--- config.mk ---
export PLATFORM = sky130hd
export DESIGN_NAME = keypad_entry_buffer_flat
export DESIGN_NICKNAME = d
export VERILOG_FILES = /design/src/rtl/keypad_entry_buffer_if.sv /design/src/rtl/keypad_entry_buffer.sv /design/src/flat_wrapper.sv
export SDC_FILE = /design/constraint.sdc
export NUM_CORES = 1
export LEC_CHECK = 0
export CAP_MARGIN = 10
export CORE_MARGIN = 10
export CORE_UTILIZATION = 25
export DETAILED_ROUTE_END_ITERATION = 6
export GPL_TIMING_DRIVEN = 0
export REMOVE_ABC_BUFFERS = 1
export SLEW_MARGIN = 5
export SYNTH_ARGS = -nofsm -noshare
export SYNTH_HDL_FRONTEND = slang
export SYNTH_SLANG_ARGS = --single-unit
--- constraint.sdc ---
create_clock -name clk -period 6.92 [get_ports clk]
set_input_delay 1.038 -clock clk [delete_from_list [all_inputs] [get_ports clk]]
set_output_delay 1.038 -clock clk [all_outputs]
set_load 0.005 [all_outputs]
--- src/rtl/keypad_entry_buffer_if.sv ---
// Bus between the keystroke source / ATM FSM and keypad_entry_buffer.
//
// Handshake: arm and key_valid are single-cycle request pulses with no ready
// back-pressure; the buffer samples them on every rising clock edge. busy is
// high while an entry is being collected or converted, done is a one-cycle
// completion strobe, and bcd_out/value_out/status_code hold their values
// from done until the next accepted arm.
interface keypad_entry_buffer_if;
    logic        arm;
    logic [3:0]  input_style;
    logic        key_valid;
    logic [7:0]  ascii;
    logic        busy;
    logic [3:0]  digit_count;
    logic [31:0] bcd_out;
    logic [26:0] value_out;
    logic        done;
    logic [3:0]  status_code;
    logic        entry_error;
    logic [1:0]  state_dbg;

    modport master (
        output arm, input_style, key_valid, ascii,
        input  busy, digit_count, bcd_out, value_out, done,
               status_code, entry_error, state_dbg
    );

    modport slave (
        input  arm, input_style, key_valid, ascii,
        output busy, digit_count, bcd_out, value_out, done,
               status_code, entry_error, state_dbg
    );
endinterface

--- src/rtl/keypad_entry_buffer.sv ---
// Keypad entry buffer: collects decoded keystrokes into a packed-BCD entry
// (account number, PIN, amount or single-key choice), handles backspace,
// enter and escape, then converts the entry to binary MSD-first and reports
// completion or exit with a one-cycle done strobe.
module keypad_entry_buffer #(
    parameter int          ACC_LEN        = 6,
    parameter int          PIN_LEN        = 4,
    parameter int          AMT_MAX        = 7,
    parameter logic [3:0]  INPUT_COMPLETE = 4'b1000,
    parameter logic [3:0]  EXIT           = 4'b0111
) (
    input  logic             clk,
    input  logic             rst,
    keypad_entry_buffer_if.slave kif
);

    typedef enum logic [1:0] {
        IDLE    = 2'd0,
        COLLECT = 2'd1,
        CONVERT = 2'd2,
        DONE    = 2'd3
    } state_t;

    localparam logic [3:0] STYLE_SINGLE   = 4'd1;
    localparam logic [3:0] STYLE_ACC      = 4'd2;
    localparam logic [3:0] STYLE_PIN      = 4'd3;
    localparam logic [3:0] STYLE_MENU     = 4'd4;
    localparam logic [3:0] STYLE_CURRENCY = 4'd5;
    localparam logic [3:0] STYLE_AMOUNT   = 4'd6;

    localparam logic [3:0] ACC_LIMIT = 4'(ACC_LEN);
    localparam logic [3:0] PIN_LIMIT = 4'(PIN_LEN);
    localparam logic [3:0] AMT_LIMIT = 4'(AMT_MAX);

    localparam logic [7:0] KEY_BACKSPACE = 8'h08;
    localparam logic [7:0] KEY_ENTER     = 8'h0D;
    localparam logic [7:0] KEY_ESCAPE    = 8'h1B;

    state_t      state_q, state_d;
    logic [3:0]  style_q, style_d;
    logic [3:0]  limit_q, limit_d;
    logic [31:0] bcd_q, bcd_d;
    logic [3:0]  count_q, count_d;
    logic [26:0] value_q, value_d;
    logic [3:0]  status_q, status_d;
    logic [26:0] acc_q, acc_d;
    logic [3:0]  idx_q, idx_d;
    logic        err_q, err_d;

    logic        key_digit;
    logic        key_bs;
    logic        key_enter;
    logic        key_esc;
    logic [3:0]  key_nibble;
    logic        cur_single;
    logic [2:0]  conv_sel;
    logic [3:0]  conv_nibble;

    function automatic logic style_supported(input logic [3:0] s);
        return (s >= STYLE_SINGLE) && (s <= STYLE_AMOUNT);
    endfunction

    function automatic logic style_single(input logic [3:0] s);
        return (s == STYLE_SINGLE) || (s == STYLE_MENU) || (s == STYLE_CURRENCY);
    endfunction

    function automatic logic [3:0] style_limit(input logic [3:0] s);
        case (s)
            STYLE_ACC:    return ACC_LIMIT;
            STYLE_PIN:    return PIN_LIMIT;
            STYLE_AMOUNT: return AMT_LIMIT;
            default:      return 4'd1;
        endcase
    endfunction

    // Classify the incoming key and pick the digit the converter consumes next.
    always_comb begin
        key_digit   = kif.key_valid && (kif.ascii >= 8'h30) && (kif.ascii <= 8'h39);
        key_bs      = kif.key_valid && (kif.ascii == KEY_BACKSPACE);
        key_enter   = kif.key_valid && (kif.ascii == KEY_ENTER);
        key_esc     = kif.key_valid && (kif.ascii == KEY_ESCAPE);
        key_nibble  = kif.ascii[3:0];
        cur_single  = style_single(style_q);
        // Most significant held digit first: nibble index count-1-idx.
        conv_sel    = 3'(count_q - 4'd1 - idx_q);
        conv_nibble = bcd_q[{conv_sel, 2'b00} +: 4];
    end

    // Next-state and datapath update; arm overrides everything else.
    always_comb begin
        state_d  = state_q;
        style_d  = style_q;
        limit_d  = limit_q;
        bcd_d    = bcd_q;
        count_d  = count_q;
        value_d  = value_q;
        status_d = status_q;
        acc_d    = acc_q;
        idx_d    = idx_q;
        err_d    = 1'b0;

        if (kif.arm) begin
            if (style_supported(kif.input_style)) begin
                state_d  = COLLECT;
                style_d  = kif.input_style;
                limit_d  = style_limit(kif.input_style);
                bcd_d    = 32'h0;
                count_d  = 4'd0;
                value_d  = 27'd0;
                status_d = 4'b0000;
            end else begin
                // Unknown style: refuse the entry and fall back to idle.
                state_d = IDLE;
                err_d   = 1'b1;
            end
        end else begin
            case (state_q)
                IDLE: begin
                    state_d = IDLE;
                end

                COLLECT: begin
                    if (key_esc) begin
                        state_d  = DONE;
                        status_d = EXIT;
                        value_d  = 27'd0;
                    end else if (key_digit) begin
                        if (cur_single) begin
                            bcd_d   = {28'h0, key_nibble};
                            count_d = 4'd1;
                            acc_d   = 27'd0;
                            idx_d   = 4'd0;
                            state_d = CONVERT;
                        end else if (count_q < limit_q) begin
                            bcd_d   = {bcd_q[27:0], key_nibble};
                            count_d = count_q + 4'd1;
                        end else begin
                            err_d = 1'b1;
                        end
                    end else if (key_bs && !cur_single) begin
                        if (count_q != 4'd0) begin
                            bcd_d   = {4'h0, bcd_q[31:4]};
                            count_d = count_q - 4'd1;
                        end
                    end else if (key_enter && !cur_single) begin
                        // Amounts accept any non-empty entry; account and PIN
                        // entries must be exactly full.
                        if ((style_q == STYLE_AMOUNT) ? (count_q != 4'd0)
                                                      : (count_q == limit_q)) begin
                            acc_d   = 27'd0;
                            idx_d   = 4'd0;
                            state_d = CONVERT;
                        end else begin
                            err_d = 1'b1;
                        end
                    end
                end

                CONVERT: begin
                    if (idx_q == count_q) begin
                        value_d  = acc_q;
                        status_d = INPUT_COMPLETE;
                        state_d  = DONE;
                    end else begin
                        acc_d = 27'(acc_q * 27'd10) + {23'h0, conv_nibble};
                        idx_d = idx_q + 4'd1;
                    end
                end

                DONE: begin
                    state_d = IDLE;
                end

                default: begin
                    state_d = IDLE;
                end
            endcase
        end
    end

    // FSM state register.
    always_ff @(posedge clk or posedge rst) begin
        if (rst) begin
            state_q <= IDLE;
        end else begin
            state_q <= state_d;
        end
    end

    // Entry, conversion and status registers.
    always_ff @(posedge clk or posedge rst) begin
        if (rst) begin
            style_q  <= 4'd0;
            limit_q  <= 4'd0;
            bcd_q    <= 32'h0;
            count_q  <= 4'd0;
            value_q  <= 27'd0;
            status_q <= 4'b0000;
            acc_q    <= 27'd0;
            idx_q    <= 4'd0;
            err_q    <= 1'b0;
        end else begin
            style_q  <= style_d;
            limit_q  <= limit_d;
            bcd_q    <= bcd_d;
            count_q  <= count_d;
            value_q  <= value_d;
            status_q <= status_d;
            acc_q    <= acc_d;
            idx_q    <= idx_d;
            err_q    <= err_d;
        end
    end

    assign kif.busy        = (state_q == COLLECT) || (state_q == CONVERT);
    assign kif.done        = (state_q == DONE);
    assign kif.digit_count = count_q;
    assign kif.bcd_out     = bcd_q;
    assign kif.value_out   = value_q;
    assign kif.status_code = status_q;
    assign kif.entry_error = err_q;
    assign kif.state_dbg   = state_q;

endmodule
--- src/flat_wrapper.sv ---
// flat-port wrapper written by rule: the top's interface ports become plain ports
module keypad_entry_buffer_flat 
#(
    parameter int          ACC_LEN        = 6,
    parameter int          PIN_LEN        = 4,
    parameter int          AMT_MAX        = 7,
    parameter logic [3:0]  INPUT_COMPLETE = 4'b1000,
    parameter logic [3:0]  EXIT           = 4'b0111
)
  (clk, rst, kif_arm, kif_input_style, kif_key_valid, kif_ascii, kif_busy, kif_digit_count, kif_bcd_out, kif_value_out, kif_done, kif_status_code, kif_entry_error, kif_state_dbg);
  keypad_entry_buffer_if kif_i ();
  input  logic clk;
  input  logic rst;
  input wire logic [$bits(kif_i.arm)-1:0] kif_arm;
  input wire logic [$bits(kif_i.input_style)-1:0] kif_input_style;
  input wire logic [$bits(kif_i.key_valid)-1:0] kif_key_valid;
  input wire logic [$bits(kif_i.ascii)-1:0] kif_ascii;
  output wire logic [$bits(kif_i.busy)-1:0] kif_busy;
  output wire logic [$bits(kif_i.digit_count)-1:0] kif_digit_count;
  output wire logic [$bits(kif_i.bcd_out)-1:0] kif_bcd_out;
  output wire logic [$bits(kif_i.value_out)-1:0] kif_value_out;
  output wire logic [$bits(kif_i.done)-1:0] kif_done;
  output wire logic [$bits(kif_i.status_code)-1:0] kif_status_code;
  output wire logic [$bits(kif_i.entry_error)-1:0] kif_entry_error;
  output wire logic [$bits(kif_i.state_dbg)-1:0] kif_state_dbg;
  assign kif_i.arm = kif_arm;
  assign kif_i.input_style = kif_input_style;
  assign kif_i.key_valid = kif_key_valid;
  assign kif_i.ascii = kif_ascii;
  assign kif_busy = kif_i.busy;
  assign kif_digit_count = kif_i.digit_count;
  assign kif_bcd_out = kif_i.bcd_out;
  assign kif_value_out = kif_i.value_out;
  assign kif_done = kif_i.done;
  assign kif_status_code = kif_i.status_code;
  assign kif_entry_error = kif_i.entry_error;
  assign kif_state_dbg = kif_i.state_dbg;
  keypad_entry_buffer #(.ACC_LEN(ACC_LEN), .PIN_LEN(PIN_LEN), .AMT_MAX(AMT_MAX), .INPUT_COMPLETE(INPUT_COMPLETE), .EXIT(EXIT)) u_core (.clk(clk), .rst(rst), .kif(kif_i));
endmodule
==> metrics.md <==
| Metric | Value |
|---|---|
| Total vias in the final route | 5955 |
| Buffers and inverters on the worst path | 1 |
| Most frequent CP cell | ha_1 |
| First-pass GRT wire length | 32.1 mm |
| Number of synthesized flops with an enable pin | 0 |
| Clk buf depth | 2 |
| Clock tree sinks | 106 |
| Drt wl/cell | 16.3 um |
| Overflow after GRT | 0 |
| Crit-path cells | inv_1 -> ha_1 -> fa_1 -> xnor2_1 -> xnor2_2 -> mux4_2 -> mux2_2 -> ha_1 -> nor2b_1 -> o2111ai_1 -> nand2b_1 -> nor3_2 -> and3_1 -> nand3_2 -> or3_1 -> a221o_1 |
| Starting DRT DRC Count | 378 |
| DRC viols | 0 |
| Initial Util | 25.5% |
| CTS tree | yes |
| Hold WC Path Type | register to register |
| Clk slew on worst S/H paths | 80 ps |
| Synth warnings | 0 |
| GR Util All Layers | 10.9% |
| Largest fanout on the critical path | 7 |
| Area share of the largest cell type after synthesis | 36.0% |
| Io pins | 88 |
| Kind of critical path | register to register |
| Final std cells w/o fill | 1218 |
| Hold Startpoint | u_core.limit_q[1] |
| Mapped cell area | 0.00737 mm2 |
| Multi-input logic area | 0.00446 mm2 |
| Max-slew violation count | 0 |
| FFs w/ async S/R, synth | 100% |
| Register Area | 0.00265 mm2 |
| Worst Setup Start Kind | register |
| Tcrit/Tclk final | 81.1% |
| DPL Wire Length | 14.5 mm |
| Antenna violations before repair | 0 |
| Slew at the pin closest to its max-slew limit | 1230 ps |
| Final TNS setup | 0 ps |
| Detailed Route WL | 19.9 mm |
| Post-synth top area cell | dfrtp_1 |
| RSZ-0062 raised after global routing | no |
| Clk root buf | clkbuf_16 |
| Post-synth top flop | dfrtp_1 |
| Crit path time final | 5610 ps |
| Leakage power | 0.00403 uW |
| 1st-pass router iterations | 5 |
| N_diodes | 0 |
| Vias/cell | 4.89 |
| Final setup fails | 0 |
| Die area | 0.0367 mm2 |
| Clock latency on the worst-skew pair | 370 ps |
| Slowest stage delay, CP | 590 ps |
| Setup crit end kind | register |
| Post-route ant nets | 0 |
| Critical Path AT | 5860 ps |
| Setup Skew | 15.2 ps |
| Crit-path leading delay family | simple AND/OR/NAND/NOR gates |
| Most frequent cell after synthesis | dfrtp_1 |
| Number of distinct library cells after synthesis | 73 |
| Yosys reg bits | 106 |
| Mean Syn Cell Area | 9.63 um2 |
| Worst rel slew slack | 18.3% |
| Die X | 192 um |
| CP required | 7170 ps |
| FP Rows | 62 |
| Total of max-cap violations | 0 |
| Hold Vio Cnt, Final | 0 |
| # hold bufs at CTS | 0 |
| Post-synth top cells | 106 x dfrtp_1, 99 x nand2_1, 60 x ha_1 |
| R2R Path Start | u_core.kif.digit_count[0] |
| Total CTS buffers | 9 |
| Die height | 192 um |
| Layout cells sized above 1 | 8.75% |
| Port bufs | 87 |
| Cell total after placement | 1202 |
| Synth top area cells | dfrtp_1 36%, ha_1 10%, nand2_1 5.0%, o31ai_1 4.3%, mux2i_1 4.1% |
| Filler Cell Count | 3023 |
| Seq/Total Area, Yosys | 36.0% |
| PwrDens | 165 mW/mm2 |
| Fmax achieved | 178 MHz |
| Largest net degree at the start of global routing | 72 |
| GP Congestion | 0.848 |
| Setup crit start | u_core.kif.digit_count[0] |
| H-Tree Depth | 3 |
| Post_cts resized | 0 |
| Outcome | complete, no violations |
| Vias in the first global route | 5869 |
| Cells after Synth | 765 |
| Core footprint | 0.0289 mm2 |
| Peak VDD IR | 0.000127 V |
| Post-CTS setup buffers | 0 |
| Nets | 908 |
| Critical path's slowest cell | mux4_2 |
| Layout area overhead | 22.0% |
==> tightest hold or removal path, delay by kind of cell (launching register included) <==
family | cells | cell delay (ps)
flip-flops | 1 | 350
AND/OR/NAND/NOR | 2 | 110
==> report_power, final <==
group          total [uW]  switching (uW)  internal (uW)
Clock                 538             279            259
Sequential            659            20.8            638
Combinational         286             173            113
Total                1480             473           1010
==> final cells by class <==
| class | instances | area share (%) |
|---|---|---|
| Multi-Input combinational cell | 595 | 49.6 |
| Sequential cell | 106 | 29.5 |
| Timing Repair Buffer | 95 | 11.1 |
| Tap cell | 384 | 5.35 |
| Clock buffer | 9 | 2.51 |
| Inverter | 22 | 0.975 |
| Clock inverter | 7 | 0.947 |
==> logic make-up (layout without fill, tap and decap cells) <==
group | count (synthesis) | count (layout) | share of synthesized area, %
muxes | 44 | 44 | 7.44
AOI/OAI and AO/OA | 205 | 205 | 20.2
xor gates and xnor gates | 46 | 46 | 5.47
and+or+nand+nor | 237 | 237 | 16.4
DFF | 106 | 106 | 36.0
adders and majority gates | 63 | 63 | 11.0
buffers and inverters | 64 | 133 | 3.55
==> stage by stage <==
stage	instance area [um2]	power [uW]	hold slack (ps)	utilization (%)	setup slack, ps
floorplan	7190	823	439	-	1820
detailed placement	8670	965	465	30.0	923
finish	8990	1480	482	31.1	1310
global placement	8540	950	459	29.6	-85.5
CTS	8980	1520	485	31.1	882
global route	8990	1560	512	31.1	881
==> worst paths after layout <==
check	cells past startpoint	to	slack, ps
setup / recovery	16	u_core.acc_q[25]	1310
hold / removal	2	u_core.limit_q[1]	480
setup reg to reg	16	u_core.acc_q[25]	1310
hold reg to reg	2	u_core.limit_q[1]	480
max in group asynchronous	3	u_core.kif.value_out[4]	5190
min in group asynchronous	2	u_core.kif.status_code[3]	1030
==> registers in the layout, summed over array words and instances (netlist names) <==
name / count
u_core.kif.entry_error: 1
u_core.limit_q: 3
u_core.style_q: 4
u_core.kif.status_code: 2
u_core.kif.digit_count: 4
u_core.kif.bcd_out: 32
u_core.acc_q: 27
u_core.kif.value_out: 27
u_core.kif.state_dbg: 2
u_core.idx_q: 4
==> layout by cell type, fill, tap and decap left out, types with 10 or more instances in the layout <==
cell type / Yosys / layout
o21ai_0: 45 / 45
nor2_1: 23 / 23
nand2_1: 99 / 99
o31ai_1: 42 / 42
ha_1: 60 / 60
mux2i_1: 30 / 30
clkdlybuf4s50_1: 0 / 87
a22o_1: 27 / 27
a21oi_1: 26 / 26
inv_1: 22 / 21
dfrtp_1: 106 / 106
xnor2_1: 27 / 26
nor2b_1: 10 / 10
nor3_1: 15 / 15
nand3_1: 22 / 22
xor2_1: 19 / 19
==> metal layers <==
metal	global-route usage, %	up-vias	part of all wire [%]
li1	-	2940	-
met1	14.1	2849	46
met2	16.9	151	45
met3	3.99	15	7.8
met4	2.25	0	1.0
met5	0	-	0
Note: power is estimated with default switching activity, not from simulation.
